### config.mk
export PLATFORM = sky130hd
export DESIGN_NAME = pcpi_mem_arbiter
export DESIGN_NICKNAME = d
export VERILOG_FILES = /design/src/rtl/pcpi_mem_arbiter_pkg.sv /design/src/rtl/pcpi_mem_arbiter_rr_arb2.sv /design/src/rtl/pcpi_mem_arbiter.sv
export SDC_FILE = /design/constraint.sdc
export NUM_CORES = 1
export LEC_CHECK = 0
export CORE_AREA = 3 3 121 123
export DETAILED_ROUTE_END_ITERATION = 10
export DIE_AREA = 0 0 124 126
export PLACE_DENSITY = 0.62
export SYNTH_ARGS = -nofsm -noshare
export SYNTH_HDL_FRONTEND = slang
export SYNTH_SLANG_ARGS = --single-unit
### constraint.sdc
create_clock -name clk -period 2.5 [get_ports clk]
set_input_delay 0.5 -clock clk [delete_from_list [all_inputs] [get_ports clk]]
set_output_delay 0.5 -clock clk [all_outputs]
set_load 0.005 [all_outputs]
### src/rtl/pcpi_mem_arbiter_pkg.sv
// Shared types and constants for the two-master PicoRV32 native-bus arbiter.
package pcpi_mem_arbiter_pkg;

  localparam int unsigned ADDR_W = 32;
  localparam int unsigned DATA_W = 32;
  localparam int unsigned STRB_W = 4;

  localparam logic [DATA_W-1:0] ERR_RDATA_DEFAULT = 32'hDEAD_BEEF;

  typedef enum logic {
    IDLE = 1'b0,
    BUSY = 1'b1
  } state_t;

  typedef struct packed {
    logic              valid;
    logic              instr;
    logic [ADDR_W-1:0] addr;
    logic [DATA_W-1:0] wdata;
    logic [STRB_W-1:0] wstrb;
  } req_t;

endpackage

### src/rtl/pcpi_mem_arbiter_rr_arb2.sv
// Combinational 2-way round-robin pick; on a tie the master other than `last` wins.
module pcpi_mem_arbiter_rr_arb2 (
  input  logic [1:0] req,
  input  logic       last,
  output logic [1:0] pick
);

  always_comb begin
    pick = req;
    if (req == 2'b11) begin
      pick = last ? 2'b01 : 2'b10;
    end
  end

endmodule

### src/rtl/pcpi_mem_arbiter.sv
// Two-master, one-slave arbiter for the PicoRV32 native memory interface with
// registered round-robin grant and a wait-state watchdog.
module pcpi_mem_arbiter
  import pcpi_mem_arbiter_pkg::*;
#(
  parameter int unsigned       TIMEOUT   = 16,
  parameter logic [DATA_W-1:0] ERR_RDATA = ERR_RDATA_DEFAULT
) (
  input  logic              clk,
  input  logic              resetn,
  input  logic              m0_valid,
  input  logic              m0_instr,
  input  logic [ADDR_W-1:0] m0_addr,
  input  logic [DATA_W-1:0] m0_wdata,
  input  logic [STRB_W-1:0] m0_wstrb,
  output logic              m0_ready,
  output logic [DATA_W-1:0] m0_rdata,
  input  logic              m1_valid,
  input  logic              m1_instr,
  input  logic [ADDR_W-1:0] m1_addr,
  input  logic [DATA_W-1:0] m1_wdata,
  input  logic [STRB_W-1:0] m1_wstrb,
  output logic              m1_ready,
  output logic [DATA_W-1:0] m1_rdata,
  output logic              s_valid,
  output logic              s_instr,
  output logic [ADDR_W-1:0] s_addr,
  output logic [DATA_W-1:0] s_wdata,
  output logic [STRB_W-1:0] s_wstrb,
  input  logic              s_ready,
  input  logic [DATA_W-1:0] s_rdata,
  output logic [1:0]        grant,
  output logic              timeout_err
);

  localparam int unsigned CNT_W = (TIMEOUT < 2) ? 1 : $clog2(TIMEOUT + 1);

  state_t           state, state_nxt;
  logic [1:0]       grant_nxt, pick;
  logic             last, last_nxt;
  logic [CNT_W-1:0] wait_cnt, wait_nxt;
  logic             terr_nxt;
  logic             forced;
  req_t             req0, req1;

  assign req0 = '{valid: m0_valid, instr: m0_instr, addr: m0_addr, wdata: m0_wdata, wstrb: m0_wstrb};
  assign req1 = '{valid: m1_valid, instr: m1_instr, addr: m1_addr, wdata: m1_wdata, wstrb: m1_wstrb};

  pcpi_mem_arbiter_rr_arb2 u_rr (
    .req  ({req1.valid, req0.valid}),
    .last (last),
    .pick (pick)
  );

  // Request fields pass through live from the latched owner.
  assign s_instr = grant[1] ? req1.instr : req0.instr;
  assign s_addr  = grant[1] ? req1.addr  : req0.addr;
  assign s_wdata = grant[1] ? req1.wdata : req0.wdata;
  assign s_wstrb = grant[1] ? req1.wstrb : req0.wstrb;

  // A real slave response in the watchdog's final cycle wins over the forced one.
  assign forced = (TIMEOUT != 0) && (state == BUSY) && !s_ready &&
                  (wait_cnt == CNT_W'(TIMEOUT - 1));

  always_ff @(posedge clk) begin
    if (!resetn) begin
      state       <= IDLE;
      grant       <= 2'b00;
      last        <= 1'b1;
      wait_cnt    <= '0;
      timeout_err <= 1'b0;
    end else begin
      state       <= state_nxt;
      grant       <= grant_nxt;
      last        <= last_nxt;
      wait_cnt    <= wait_nxt;
      timeout_err <= terr_nxt;
    end
  end

  always_comb begin
    state_nxt = state;
    grant_nxt = grant;
    last_nxt  = last;
    wait_nxt  = wait_cnt;
    terr_nxt  = timeout_err;
    s_valid   = 1'b0;
    m0_ready  = 1'b0;
    m1_ready  = 1'b0;
    m0_rdata  = s_rdata;
    m1_rdata  = s_rdata;

    case (state)
      IDLE: begin
        if (pick != 2'b00) begin
          state_nxt = BUSY;
          grant_nxt = pick;
          wait_nxt  = '0;
        end
      end
      BUSY: begin
        s_valid  = !forced;
        m0_ready = grant[0] & (s_ready | forced);
        m1_ready = grant[1] & (s_ready | forced);
        if (forced) begin
          if (grant[1]) m1_rdata = ERR_RDATA;
          else          m0_rdata = ERR_RDATA;
        end
        if (s_ready || forced) begin
          state_nxt = IDLE;
          grant_nxt = 2'b00;
          last_nxt  = grant[1];
          wait_nxt  = '0;
          terr_nxt  = timeout_err | forced;
        end else if (wait_cnt != CNT_W'(TIMEOUT)) begin
          wait_nxt = wait_cnt + CNT_W'(1);
        end
      end
      default: state_nxt = IDLE;
    endcase
  end

endmodule

==> summary.txt, run 1 <==
Worst setup path
  – Top delay family on crit path: simple AND/OR/NAND/NOR gates
  – CP Capture Type: output pin
  – Max stage delay on crit path: around 0.33 ns
  – CP required: 2.00 ns
  – CP max stage cell: dfxtp_2
  – Crit path kind: flip-flop to output pin
  – Buffers & Inverters on Critical Path: 3
  – Crit path launch type: flip-flop
  – CP cell instances: ha_4, and3_4, ha_4, and3b_2, buf_12, nor2b_4, buf_6, or2_4, buf_6
  – Worst path arrival time: 1.99 ns
  – Crit path max fanout: 8

Die
  – Die Y-Extent: 126 µm
  – Die area: between 0.015 and 0.02 mm²
  – Starting Density: 0.1289
  – Boundary Pins: ~310
  – Die width: 124 µm
  – Core Region: 0.01377 mm²
  – Num rows: 43

Global routing
  – Initial antenna violation count: 0
  – Grt ovf: 0
  – Vias in the first global route: roughly 3,000
  – First-pass GRT wire length: around 18,000 µm
  – Global Route Usage Sum: 0.1473
  – Largest net degree at the start of global routing: 40

Timing
  – Least-Margin Pin Slew: 0.3641 ns
  – Slew Limit Fails: 0
  – Crit share post-route: 0.9943
  – Setup tns final: 0 ns
  – RSZ-0062 raised after global routing: true
  – Setup-failing EPs final: 0
  – Fmax: a little over 0.4 GHz
  – Setup ws final: 0.01436 ns
  – Slew margin rel.: 0.7562
  – Final hold vios: 0
  – Fin Hold WS: roughly 0.48 ns
  – Clock skew: just over 0.0008 ns
  – Minimum clock period: between 2 and 2.5 ns

Power and ir drop
  – Power Density: 237.3 mW/mm²
  – Max IR drop VDD: 0.1706 mV
  – LEAKAGE: 2.160 nW

Synth
  – Fraction of registers with async set/reset: 0
  – Synth area leaders: mux2_2 (44%), dfxtp_1 (11%), nand2b_1 (8.8%), or2_2 (8.5%), and2_1 (3.5%)
  – Leading area contributor after synthesis: mux2_2
  – Synthesized instance count: 211
  – Main synth FF type: dfxtp_1
  – Avg Inst Size Synth: 8.414 µm²
  – Seq/Total Area, Yosys: 0.1128
  – Post-Syn Area: between 0.0015 and 0.002 mm²
  – Synth cell types: 35
  – Yosys warning count: 0
  – Synthesized Nets: 389
  – Most frequent cell after synthesis: mux2_2
  – Share of the synthesized area in the top cell type: 0.4376
  – Synth cell count leaders: mux2_2 (69), nand2b_1 (25), or2_2 (24)
  – Register bit total from synthesis: 10
  – Post-synth EDFFs: 0

CTS
  – CTS tree: done
  – Clock Sinks: 10
  – CTS H-Tree Depth: 1
  – Clock Tree Root: clkbuf_16
  – Clock latency at the later pin of the worst-skew pair: 0.24 ns
  – TritonCTS buffer count: 3
  – Worst-path clk slew: roughly 0.040 ns
  – CTS Buffer Depth: 2

Route
  – Antenna-violating nets left: 0
  – Iter 0 DRT Violations: 62
  – Vias/cell: 4.015
  – Remaining DRCs: 0
  – Total length of routed wires: approximately 13,000 µm
  – Pre-antenna DRT Iters: 4
  – Routed wire per std cell: ~18 µm
  – Via Count: 2,891

Min path
  – Worst hold-check path type: flip-flop to flip-flop

Place
  – Pre-CTS setup slack: -0.6954 ns
  – IO Port Bufs: between 300 and 400
  – Post-DP HPWL: 10,570 µm
  – Routability Congestion: 0.8092

Finish
  – Nets: 720
  – Layout Utilization: 0.3861
  – Share of layout cells above drive strength 1: 0.3574
  – Fillers: 1,405
  – Reg area: 203.9 µm²
  – Ant. Diodes: 0
  – Footprint of the multi-input gates: 0.001590 mm²
  – Synthesis-to-finish area growth: 199.5%

Flow run
  – Max-Cap Viols: 0

Run status
  – Status: finished clean
## area by class of cell
class / count / share of cell area
Timing Repair Buffer: 339 / 0.6019
Multi-Input combinational cell: 182 / 0.2991
Tap cell: 180 / 0.04235
Sequential cell: 10 / 0.03835
Clock buffer: 3 / 0.01412
Inverter: 6 / 0.004235
## registers in the layout, summed over array words and instances, names as in the netlist
signal       flops
grant            2
last             1
state            1
timeout_err      1
wait_cnt         5
## power by group
group	switching, mW	internal, mW
Sequential	0.00745	0.167
Clock	0.0779	0.208
Combinational	0.230	0.572
Total	0.315	0.946
## layer usage
layer / global-route usage / wire, µm
met4: 0.02320 / 114
met5: 0 / 0
met2: 0.2698 / 6364
met1: 0.1627 / 4623
met3: 0.05568 / 1645
## worst reg2reg max path, delay by kind of cell (launching register included)
family	cells	cell delay, ns
adders and majority gates	2	0.31
buffers and inverters	1	0.15
AOI/OAI and AO/OA	1	0.17
DFF	1	0.33
and+or+nand+nor	3	1.04
## worst paths after layout
kind              cells after the start          end         from  slack, ns
setup / recovery                      9  m0_rdata[1]  wait_cnt[0]       0.01
hold / removal                        2  timeout_err  timeout_err       0.48
setup reg to reg                      7  wait_cnt[3]  wait_cnt[0]       0.44
hold reg to reg                       2  timeout_err  timeout_err       0.48
## kinds of logic (layout without fill, tap and decap cells)
group | count (synthesis) | in the layout | share of synthesized area
adder cells (fa/ha/maj) | 3 | 3 | 0.02114
buffers and inverters | 20 | 348 | 0.04510
multiplexers | 70 | 70 | 0.4433
flip-flops | 10 | 10 | 0.1128
AND/OR/NAND/NOR | 93 | 94 | 0.3256
AO/OA/AOI/OAI | 15 | 15 | 0.05216
## stage by stage
step                      power (mW)  instance area (µm²)  cells
after floorplan               0.3860                 1775    211
after global placement         1.008                 5223    704
after detailed placement       1.013                 5223    704
after CTS                      1.278                 5396    719
after global routing           1.334                 5318    720
final                          1.262                 5318    720
## cells in the final DEF, fill, tap and decap left out, drive strengths merged, types with 2 or more instances in the layout
| cell | Yosys | layout |
|---|---|---|
| a21oi | 6 | 6 |
| and2 | 10 | 10 |
| buf | 4 | 56 |
| clkbuf | 10 | 30 |
| clkdlybuf4s15 | 0 | 4 |
| clkdlybuf4s50 | 0 | 247 |
| dfxtp | 10 | 10 |
| dlygate4sd2 | 0 | 3 |
| dlymetal6s2s | 0 | 2 |
| ha | 3 | 3 |
| inv | 5 | 5 |
| mux2 | 69 | 69 |
| nand2 | 8 | 8 |
| nand2b | 25 | 25 |
| nand3b | 2 | 2 |
| nor2 | 3 | 3 |
| nor2b | 9 | 10 |
| nor3 | 2 | 2 |
| o21ai | 2 | 2 |
| or2 | 24 | 24 |
## timing repair
| action | CTS | global route |
|---|---|---|
| pin swaps | 2 | 1 |
| gates cloned | 3 | 0 |
| hold buffers | 0 | 0 |
| setup buffers | 9 | 3 |
| gates resized for setup | 204 | 46 |
| endpoints found under the setup margin | 67 | 50 |
No activity file was read; power rests on OpenSTA's default activity.
==> run 2: changes to the inputs <==
Clock period 2.5 ns to 2.6 ns, I/O delays scaled along.
==> summary.txt, run 2 (same netlist as run 1, synthesis figures left out) <==
Timing
  – Crit share post-route: 0.9794
  – Slew margin rel.: 0.7313
  – Fmax: 0.3927 GHz
  – Least-Margin Pin Slew: 0.4012 ns
  – Setup tns final: 0 ns
  – Slew Limit Fails: 0
  – Minimum clock period: 2.546 ns
  – Fin Hold WS: 0.4671 ns
  – Setup ws final: 0.05355 ns
  – Clock skew: 0.003210 ns
  – Final hold vios: 0
  – Setup-failing EPs final: 0

Route
  – Vias/cell: 3.994
  – Antenna-violating nets left: 0
  – Remaining DRCs: 0
  – Via Count: 2,896
  – Met1 wire length: around 4800 µm
  – Routed wl met2: 6291 µm
  – Metal3 WL: 1502 µm
  – Pre-antenna DRT Iters: 4
  – Iter 0 DRT Violations: 54
  – Routed wire per std cell: ~17 µm
  – Top routing layer used: met4
  – Total length of routed wires: between 10,000 and 15,000 µm

Die
  – Core Region: 0.01377 mm²
  – Die Y-Extent: 126 µm
  – Die area: 0.01562 mm²
  – Die width: 124 µm
  – Num rows: 43
  – Boundary Pins: 314
  – Starting Density: 0.1289

CTS
  – CTS H-Tree Depth: 1
  – Clock latency at the later pin of the worst-skew pair: roughly 0.24 ns
  – TritonCTS buffer count: 3
  – Clock Tree Root: clkbuf_16
  – CTS tree: done
  – Worst-path clk slew: 0.04 ns
  – Clock Sinks: 10
  – CTS Buffer Depth: 2

Finish
  – Share of layout cells above drive strength 1: 0.3486
  – Max reg flops: 5
  – Most common cell after layout, fill and taps aside: clkdlybuf4s50_1
  – Ant. Diodes: 0
  – Fillers: 1,405
  – Reg area: 203.9 µm²
  – Most flops, register: wait_cnt
  – Footprint of the multi-input gates: between 0.0015 and 0.002 mm²
  – Top Registers: wait_cnt: 5 flops, grant: 2 flops
  – Leading cell types in the layout, fill and taps excluded: clkdlybuf4s50_1 (249), mux2_2 (69), clkbuf_2 (44), nand2b_1 (25), buf_4 (19)
  – Nets: about 720
  – Synthesis-to-finish area growth: 201.0%
  – Post-route cell area: 0.005344 mm²

Global routing
  – Global Route Usage Sum: 0.1464
  – Largest net degree at the start of global routing: 40
  – Grt ovf: 0
  – Vias in the first global route: 3,035
  – First-pass GRT wire length: about 17,000 µm
  – Initial antenna violation count: 0

Worst setup path
  – WP depth: 9
  – Buffers & Inverters on Critical Path: 3
  – Crit path kind: flip-flop to output pin
  – CP cell instances: ha_4, and3_4, ha_4, and3b_2, buf_12, nor2b_4, buf_12, or2_4, buf_6
  – Max stage delay on crit path: 0.33 ns
  – Crit path max fanout: 7
  – Top delay family on crit path: simple AND/OR/NAND/NOR gates
  – Worst path arrival time: 2.03 ns
  – CP Capture Type: output pin
  – CP max stage cell: dfxtp_2
  – Crit path launch type: flip-flop
  – CP required: ~2.1 ns
  – Cells on worst reg2reg path: 7

Flow run
  – Max-Cap Viols: 0

Min path
  – Cell depth of the worst min-delay path: 2
  – Worst hold-check path type: flip-flop to flip-flop

Power and ir drop
  – P_int: roughly 940 µW
  – LEAKAGE: 2.149 nW
  – Register share of total power: 0.135
  – Max IR drop VDD: around 0.16 mV
  – Switch Pwr: 300.1 µW
  – Clock power frac: 0.246
  – Gate power share: 0.618
  – Power Density: 231.4 mW/mm²
  – Sw Ratio: 0.2426

Place
  – Routability Congestion: 0.8011
  – Pre-CTS setup slack: -0.6640 ns
  – Post-DP HPWL: 10,550 µm
  – IO Port Bufs: 313
  – Dpl cell area: 0.005218 mm²

Run status
  – Status: finished clean
## run 2: cell type report
class / instances / area share
clock buffer: 4 / 0.01662
inverter: 6 / 0.004214
timing repair buffer: 343 / 0.6027
tap: 180 / 0.04214
multi-input combinational: 182 / 0.2962
sequential: 10 / 0.03816
## run 2: final timing paths
path | startpoint | to | slack, ns
max | wait_cnt[1] | m0_rdata[16] | 0.05
max reg2reg | wait_cnt[1] | wait_cnt[3] | 0.53
min reg2reg | timeout_err | timeout_err | 0.47
min | timeout_err | timeout_err | 0.47
## run 2: layer usage
layer | track usage | up-vias
met5 | 0 | -
met4 | 0.02126 | 0
met3 | 0.04850 | 7
met2 | 0.2679 | 177
met1 | 0.1667 | 1305
li1 | - | 1407
## run 2: power groups by stage
stage	clock [mW]	sequential, mW	combinational, mW
after floorplan	0	0.167	0.204
after global placement	0	0.167	0.801
after detailed placement	0	0.168	0.805
after CTS	0.309	0.168	0.783
after global routing	0.317	0.168	0.821
final	0.305	0.168	0.764
## run 2: tightest hold or removal path, cell delays in order, from the launching register on
cell     delay [ns]
dfxtp_1        0.32
nor2_1         0.05
nor2_1         0.06
## run 2: timing repair
| item | in CTS | in global routing |
|---|---|---|
| pin swaps | 0 | 1 |
| setup buffers | 11 | 2 |
| hold buffers | 0 | 0 |
| setup endpoints to repair | 66 | 67 |
| gates resized for setup | 127 | 76 |
| gates cloned | 4 | 0 |
## run 2: metrics by stage
| step | util | instances | power, mW |
|---|---|---|---|
| finish | 0.3880 | 725 | 1.237 |
| global route | 0.3880 | 725 | 1.306 |
| CTS | 0.4015 | 724 | 1.260 |
| detailed placement | 0.3788 | 705 | 0.9728 |
| global placement | 0.3788 | 705 | 0.9684 |
| floorplan | - | 211 | 0.3712 |
